===== config.mk =====
export PLATFORM = sky130hd
export DESIGN_NAME = dut_sweep_collector_flat
export DESIGN_NICKNAME = d
export VERILOG_FILES = /design/src/rtl/sweep_pkg.sv /design/src/rtl/dut_sweep_collector_if.sv /design/src/rtl/misr_reg.sv /design/src/rtl/dut_sweep_collector.sv /design/src/flat_wrapper.sv
export SDC_FILE = /design/constraint.sdc
export NUM_CORES = 1
export LEC_CHECK = 0
export BUFFER_PORTS_ARGS = -buffer_cell sky130_fd_sc_hd__clkbuf_2
export CAP_MARGIN = 40
export CORE_UTILIZATION = 40
export DETAILED_ROUTE_END_ITERATION = 8
export GPL_TIMING_DRIVEN = 0
export PLACE_DENSITY = 0.65
export SLEW_MARGIN = 20
export SYNTH_ARGS = -nofsm -noshare
export SYNTH_HDL_FRONTEND = slang
export SYNTH_SLANG_ARGS = --single-unit

===== constraint.sdc =====
create_clock -name clk -period 5.5 [get_ports clk]
set_clock_uncertainty 0.15 [all_clocks]
set_input_delay 0.55 -clock clk [delete_from_list [all_inputs] [get_ports clk]]
set_output_delay 0.55 -clock clk [all_outputs]
set_load 0.03 [all_outputs]

===== src/rtl/sweep_pkg.sv =====
// sweep_pkg: shared state encoding, default widths and the MISR step function
package sweep_pkg;
  typedef enum logic [2:0] {S_IDLE, S_DRIVE, S_SAMPLE, S_HOLD, S_DONE} sweep_state_t;
  localparam int DEF_IN_W = 6;
  localparam int DEF_OUT_W = 20;
  localparam logic [DEF_OUT_W-1:0] DEF_POLY = 20'h00009;
  // The signature width is an argument, so one function serves any register up to 32 bits
  function automatic logic [31:0] misr_step(input logic [31:0] sig, input logic [31:0] poly,
                                            input logic [31:0] din, input int w);
    logic [31:0] mask;
    mask = (w >= 32) ? '1 : (32'd1 << w) - 32'd1;
    return ((sig << 1) ^ (sig[w-1] ? poly : 32'd0) ^ din) & mask;
  endfunction
endpackage


===== src/rtl/dut_sweep_collector_if.sv =====
// dut_sweep_collector_if: stimulus/response path to the generated block plus the response stream
interface dut_sweep_collector_if import sweep_pkg::*; #(
  parameter int IN_W = DEF_IN_W,
  parameter int OUT_W = DEF_OUT_W
) ();
  logic [IN_W-1:0] stim_data;
  logic [OUT_W-1:0] resp_data;
  logic rsp_valid;
  logic rsp_ready;
  logic [OUT_W-1:0] rsp_data;
  logic [IN_W-1:0] rsp_index;
  modport master (output stim_data, rsp_valid, rsp_data, rsp_index, input resp_data, rsp_ready);
  modport slave (input stim_data, rsp_valid, rsp_data, rsp_index, output resp_data, rsp_ready);
endinterface


===== src/rtl/misr_reg.sv =====
// misr_reg: OUT_W-bit multiple-input signature register with seed load
module misr_reg import sweep_pkg::*; #(
  parameter int OUT_W = DEF_OUT_W,
  parameter logic [OUT_W-1:0] POLY = OUT_W'(DEF_POLY)
) (
  input  logic clk,
  input  logic rst_n,
  input  logic load,
  input  logic [OUT_W-1:0] seed,
  input  logic en,
  input  logic [OUT_W-1:0] din,
  output logic [OUT_W-1:0] sig
);
  always_ff @(posedge clk or negedge rst_n)
    if (!rst_n) sig <= '0;
    else if (load) sig <= seed;
    else if (en) sig <= OUT_W'(misr_step(32'(sig), 32'(POLY), 32'(din), OUT_W));
endmodule


===== src/rtl/dut_sweep_collector.sv =====
// dut_sweep_collector: sweeps every stimulus code through a combinational block,
// streams each settled response and folds it into a MISR signature
module dut_sweep_collector import sweep_pkg::*; #(
  parameter int IN_W = DEF_IN_W,
  parameter int OUT_W = DEF_OUT_W,
  parameter int SETTLE = 1,
  parameter logic [OUT_W-1:0] POLY = OUT_W'(DEF_POLY),
  parameter logic [OUT_W-1:0] SEED = '1
) (
  input  logic clk,
  input  logic rst_n,
  input  logic start,
  dut_sweep_collector_if.master bus,
  output logic busy,
  output logic done,
  output logic [OUT_W-1:0] signature
);
  sweep_state_t state, nstate;
  logic [3:0] cnt;
  logic [IN_W-1:0] stim, idx;
  logic [OUT_W-1:0] data;
  logic valid, arm, acc, last;
  assign arm = (state == S_IDLE || state == S_DONE) && start;
  assign acc = state == S_HOLD && valid && bus.rsp_ready;
  assign last = &stim;
  assign bus.stim_data = stim;
  assign bus.rsp_valid = valid;
  assign bus.rsp_data = data;
  assign bus.rsp_index = idx;
  always_comb begin
    nstate = state;
    busy = state == S_DRIVE || state == S_SAMPLE || state == S_HOLD;
    done = state == S_DONE;
    case (state)
      S_IDLE, S_DONE: nstate = start ? S_DRIVE : state;
      S_DRIVE: nstate = cnt == '0 ? S_SAMPLE : S_DRIVE;
      S_SAMPLE: nstate = S_HOLD;
      S_HOLD: nstate = acc ? (last ? S_DONE : S_DRIVE) : S_HOLD;
      default: nstate = S_IDLE;
    endcase
  end
  always_ff @(posedge clk or negedge rst_n)
    if (!rst_n) begin
      state <= S_IDLE;
      cnt <= '0;
      stim <= '0;
      valid <= 1'b0;
      data <= '0;
      idx <= '0;
    end else begin
      state <= nstate;
      if (arm) begin
        stim <= '0;
        cnt <= 4'(SETTLE - 1);
      end else if (state == S_DRIVE) cnt <= cnt - 4'd1;
      else if (acc && !last) begin
        stim <= stim + 1'b1;
        cnt <= 4'(SETTLE - 1);
      end
      // The captured response stays put until the sink takes it
      if (state == S_SAMPLE) begin
        valid <= 1'b1;
        data <= bus.resp_data;
        idx <= stim;
      end else if (acc) valid <= 1'b0;
    end
  misr_reg #(.OUT_W(OUT_W), .POLY(POLY)) u_misr (
    .clk(clk),
    .rst_n(rst_n),
    .load(arm),
    .seed(SEED),
    .en(state == S_SAMPLE),
    .din(bus.resp_data),
    .sig(signature)
  );
endmodule

===== src/flat_wrapper.sv =====
// flat-port wrapper written by rule: the top's interface ports become plain ports
module dut_sweep_collector_flat import sweep_pkg::*;
#(
  parameter int IN_W = DEF_IN_W,
  parameter int OUT_W = DEF_OUT_W,
  parameter int SETTLE = 1,
  parameter logic [OUT_W-1:0] POLY = OUT_W'(DEF_POLY),
  parameter logic [OUT_W-1:0] SEED = '1
)
  (clk, rst_n, start, busy, done, signature, bus_stim_data, bus_rsp_valid, bus_rsp_data, bus_rsp_index, bus_resp_data, bus_rsp_ready);
  dut_sweep_collector_if #(.IN_W(IN_W), .OUT_W(OUT_W)) bus_i ();
  input  logic clk;
  input  logic rst_n;
  input  logic start;
  output logic busy;
  output logic done;
  output logic [OUT_W-1:0] signature;
  output wire logic [$bits(bus_i.stim_data)-1:0] bus_stim_data;
  output wire logic [$bits(bus_i.rsp_valid)-1:0] bus_rsp_valid;
  output wire logic [$bits(bus_i.rsp_data)-1:0] bus_rsp_data;
  output wire logic [$bits(bus_i.rsp_index)-1:0] bus_rsp_index;
  input wire logic [$bits(bus_i.resp_data)-1:0] bus_resp_data;
  input wire logic [$bits(bus_i.rsp_ready)-1:0] bus_rsp_ready;
  assign bus_stim_data = bus_i.stim_data;
  assign bus_rsp_valid = bus_i.rsp_valid;
  assign bus_rsp_data = bus_i.rsp_data;
  assign bus_rsp_index = bus_i.rsp_index;
  assign bus_i.resp_data = bus_resp_data;
  assign bus_i.rsp_ready = bus_rsp_ready;
  dut_sweep_collector #(.IN_W(IN_W), .OUT_W(OUT_W), .SETTLE(SETTLE), .POLY(POLY), .SEED(SEED)) u_core (.clk(clk), .rst_n(rst_n), .start(start), .bus(bus_i), .busy(busy), .done(done), .signature(signature));
endmodule

; ---- Yosys cells after proc, flatten, opt, wreduce, memory -nomap -nowiden
; Index checks and enable logic that the tools add are counted.
[op_classes]
addsub = 2
mul = 0
div = 0
magnitude_cmp = 0
n_eq_ne = 6
n_shift = 0
n_mux = 16
bitwise = 2
reduce_logical = 17
[ops]
columns = op, count
row1 = $mux 20, 2
row2 = $xor 20x20->20, 1
row3 = $xor 20x4->20, 1
row4 = $mux 6, 3
row5 = $mux 4, 4
row6 = $pmux 3 s4, 1
row7 = $mux 3, 3
row8 = $add 6x1->6 const B, 1
row9 = $eq 3x2->1 const B, 2
row10 = $reduce_and 6->1, 1
row11 = $reduce_bool 2->1, 3
row12 = $logic_and 1x1->1, 4
row13 = $logic_not 4->1, 1
row14 = $sub 4x1->4 const B, 1
row15 = $eq 3x1->1 const B, 1
row16 = $eq 3x3->1 const B, 1
row17 = $logic_not 3->1, 1
row18 = $logic_or 1x1->1, 3
row19 = $reduce_bool 3->1, 1
row20 = $mux 1, 2
row21 = $mux 2, 1
row22 = $ne 2x1->1 const B, 1
row23 = $ne 2x2->1 const B, 1
row24 = $reduce_and 2->1, 1
row25 = other kinds (2), 2
[word_totals]
regBits = 60
latchBits = 0
mem_bits_rw = 0
mem_bits_ro = 0
input_bits = 24
output_inout_bits = 55
elab_cells = 50
mem_count = 0

; ---- Longest topological paths before layout
[logic_depth]
depth_word = 7
mapped_depth = 6
ltp_nobuf = 5

; ---- Modules after synthesis
; From an unflattened synthesis, not the netlist that was laid out.
[unflattened]
hier_cells = 245
area_unflattened_um2 = 2834.0
[by_module_without_submodules]
columns = module, n_inst, cells_per_inst, area_each_um2, seq_area_each_um2
row1 = dut_sweep_collector, 1, 135, 1682.9, 1001.0
row2 = misr_reg, 1, 110, 1151.1, 500.5

; ---- Least setup slack after synthesis
; No wires, ideal clock.
[synth_timing]
path_kind = register to register
from = register u_core.stim[0] (netlist: u_core.bus.stim_data[0])
to = register u_core.stim[0] (netlist: u_core.bus.stim_data[0])
setup_time_ps = 82
arrival_time_ps = 1608
required_time_ps = 5268
setup_slack_ps = 3659
path_stages_with_launch = 5
path_buffers = 0
period_less_slack_ps = 1841
cell_sequence = dfrtp_1 > ha_1 > and4_1 > a211oi_2 > mux2i_1
[synth_via]
elab_chain_len = 5
word_cells_on_any_way = 9
cone_classes = add/sub: 1 / mux: 3 / reduce/logical: 5
[synth_rtl]
columns = item, line
row1 = start: declaration, dut_sweep_collector.sv:20  ; logic [IN_W-1:0] stim, idx;
row2 = start signal: assignment, dut_sweep_collector.sv:57  ; stim <= stim + 1'b1;
row3 = branches (longest 5 deep; another with $add 6x1->6), n/a
; Parallel ways; which one is timed is not known. The select of a mux whose other input is x is not followed.
; A chain may end at the register's enable or synchronous reset.

; ---- Final worst setup path
[layout_timing]
from = register u_core.state[1]
to = output done
[layout_via]
elab_chain_len = 1
[layout_rtl]
columns = item, line
row1 = start: declaration, dut_sweep_collector.sv:18  ; sweep_state_t state, nstate;
row2 = start signal: assignment, dut_sweep_collector.sv:51  ; state <= nstate;
row3 = $eq 3x3->1, dut_sweep_collector.sv:33  ; done = state == S_DONE;
row4 = end: declaration, flat_wrapper.sv:16  ; output logic done;
; Every way passes these cells.

==> out/qor.csv <==
stage;metric;value;unit
outcome;outcome;finished clean;
power;pwr-share-clk;20.2;%
timing;setup_viol;0;
clock_network;clock_path_buffers;2;
drt;dr.pass1.iters;4;
die;io_pins;79;
clock_network;clk_latency;0.34;ns
drt;met3WireLength;248;um
timing;report.final.slew_viol_count;0;
critical_path;crit_fanout;10;
final_layout;final_common_cell;clkbuf_2;
drt;routedWlPerCell;14.6;um
critical_path;regToRegStartpoint;u_core.state[2]$_DFFE_PN0P_;
grt;grt_pass1_vias;1980;
power;netSwitchingFraction;40.9;%
clock_network;cts.htree.levels;3;
grt;grt_max_degree;34;
logic_synthesis;synth_area;2800;um2
timing;tightest_slew;0.514;ns
critical_path;worstSetupPathType;flop to primary output;
power;power_frac_comb;46.9;%
logic_synthesis;yosys_warnings;0;
final_layout;syn_to_final_growth;27.5;%
logic_synthesis;synthArstFlopShare;100;%
power;p_leak;1.70;nW
logic_synthesis;synth_edf_count;0;
power;p_int;0.00140;W
critical_path;critical_path.max_stage_delay;0.36;ns
critical_path;crit_path_top_delay_cell;dfrtp_1;
final_layout;diodes;0;
final_layout;fill_cells;614;
critical_path;r2r.worst_path.cells;5;
clock_network;cts.sinks;60;
critical_path;worstPathBufferInverterCount;3;
die;start_util;41.3;%
critical_path;r2r_slack;3.55;ns
drt;ant_nets;0;
logic_synthesis;ys_seq_area_share;53.5;%
die;die_area;7350;um2
logic_synthesis;ys_types;45;
clock_network;cts_resized;0;
timing;fin_setup_tns;0;ns
drt;wl_met1;2650;um
clock_network;post_cts.repair.setup_buffers;0;
drt;drt_iter0_drc;57;
timing;final.period_utilization;37.9;%
placement;post-dp-hpwl;4130;um
timing;fin_crit;2.08;ns
die;die_w;85.7;um
placement;portBuffers;78;
timing;rsz0062_at_grt;no;
logic_synthesis;synth-main-ff-cell;dfrtp_1;
clock_network;cts_buffers;9;
die;die_h;85.7;um
drt;wl_met2;2730;um
power;pwr-share-seq;32.8;%
drt;dr_total_vias;1942;
critical_path;crit_chain;buf_4, nor2_1, nand2_1, inv_1, clkbuf_2;
power;p_sw;0.000969;W
drt;vias_per_cell;4.90;
final_layout;layout-drive-gt1-share;45.0;%
logic_synthesis;synth.avg_cell_area;13.7;um2
final_layout;fin_nets;321;
drt;highest_layer;met4;
critical_path;path_delay_family;buffers and inverters;
grt;grt_overflow;0;
drt;wirelength;5770;um
clock_network;cts_tree;done;
drt;drc;0;
power;p_per_area;663;nW/um2
clock_network;clk_transition_reported_paths;0.07;ns
critical_path;r2r_end;u_core.u_misr.sig[14]$_DFFE_PN0P_;
job;maxCapViolations;0;
die;placementRows;30;
critical_path;cp-start-kind;flop;
grt;grt_pass1_wl;9690;um
worst_hold_path;hold_class;input port to async pin;
critical_path;end_kind;primary output;
clock_network;cts_root_buf;clkbuf_8;
timing;hold_viol;0;
logic_synthesis;syn_nets;231;
placement;routabilityCongestion;0.813;
power;vdd_drop_max;0.200;mV
critical_path;crit_required;4.80;ns
final_layout;layout_common_cells;77 x clkbuf_2, 60 x dfrtp_1, 23 x mux2_4;
logic_synthesis;ys_ff_latch;60;
clock_network;hold_buffers;0;
grt;groute.usage.overall;17.5;%
placement;pre_cts_ws;3.54;ns
logic_synthesis;syn_inst;205;
timing;setup_slack;3.42;ns
grt;grt_antenna_before_repair;0;
timing;fmaxAchievable;480;MHz
critical_path;cp.arrival;1.38;ns
die;core_area;6790;um2
timing;relSlewSlack;65.7;%
-- worst max-delay path by stage --
stage | endpoint | startpoint | slack (ns) | depth (start not counted)
3_3_place_gp | u_core.bus.stim_data[0]$_DFFE_PN0P_ | rst_n | 3.39 | 1
3_5_place_dp | u_core.u_misr.sig[14]$_DFFE_PN0P_ | u_core.state[2]$_DFFE_PN0P_ | 3.54 | 5
4_1_cts | done | u_core.state[1]$_DFFE_PN0P_ | 3.40 | 5
6_report | done | u_core.state[1]$_DFFE_PN0P_ | 3.42 | 5
2_1_floorplan | u_core.bus.stim_data[0]$_DFFE_PN0P_ | u_core.bus.stim_data[0]$_DFFE_PN0P_ | 3.66 | 4
5_1_grt | done | u_core.state[1]$_DFFE_PN0P_ | 3.34 | 5
-- state kept, by name, summed over array words and instances, names as in the netlist --
name	flops
u_core.state	3
u_core.bus.rsp_index	6
u_core.cnt	4
u_core.bus.stim_data	6
u_core.bus.rsp_data	20
u_core.u_misr.sig	20
u_core.bus.rsp_valid	1
-- power by group through the flow --
stage               clock network [W]  logic [W]  registers, W
global placement                    0    0.00110      0.000779
floorplan                           0   0.000518       0.00109
detailed placement                  0    0.00112      0.000785
finish                       0.000480    0.00111      0.000778
CTS                          0.000491    0.00113      0.000779
global route                 0.000510    0.00119      0.000806
-- Yosys cell counts (3+ instances only) --
| library cell | count | share of area, % |
|---|---|---|
| mux2i_1 | 3 | 1.1 |
| xnor2_1 | 21 | 6.6 |
| nor2_1 | 3 | 0.40 |
| nand3_1 | 3 | 0.54 |
| or3b_1 | 3 | 0.94 |
| inv_1 | 6 | 0.80 |
| a2bb2oi_2 | 3 | 1.6 |
| a2bb2oi_1 | 16 | 5.0 |
| o21ai_0 | 6 | 1.1 |
| buf_6 | 4 | 1.6 |
| mux2_4 | 23 | 12 |
| nand2_1 | 10 | 1.3 |
| dfrtp_1 | 60 | 54 |
-- routing by layer --
metal | global-route usage [%] | vias to the layer above
li1 | - | 919
met1 | 22.5 | 958
met2 | 27.1 | 53
met3 | 4.14 | 12
met4 | 10.0 | 0
met5 | 0 | -
-- kinds of logic (layout without fill, tap and decap cells) --
kind of cell	Yosys count	after routing	synth area share [%]
XOR/XNOR	22	22	6.87
AND/OR/NAND/NOR	39	39	8.66
buffers and inverters	17	112	4.86
adder cells (fa/ha/maj)	2	2	0.892
flip-flops	60	60	53.5
AO/OA/AOI/OAI	38	38	11.4
multiplexers	27	27	13.8
-- metrics by stage --
stage	instance area (um2)	instances	hold WS (ns)	power, W	utilization, %
2_1_floorplan	2800	205	0.104	0.00161	-
3_3_place_gp	3310	379	0.317	0.00188	48.8
3_5_place_dp	3340	380	0.322	0.00191	49.1
4_1_cts	3580	396	0.0115	0.00240	52.6
5_1_grt	3580	396	0.0283	0.00251	52.6
6_report	3580	396	0.0101	0.00237	52.6
-- cell type report --
type	instances	area [um2]	share of cell area [%]
Sequential cell	60	1500	42.0
Multi-Input combinational cell	128	1170	32.6
Timing Repair Buffer	79	413	11.5
Clock buffer	9	124	3.46
Tap cell	96	120	3.36
Clock inverter	7	115	3.22
Buffer	11	114	3.18
Inverter	6	22.5	0.630
Power figures use the tool's default switching activity.
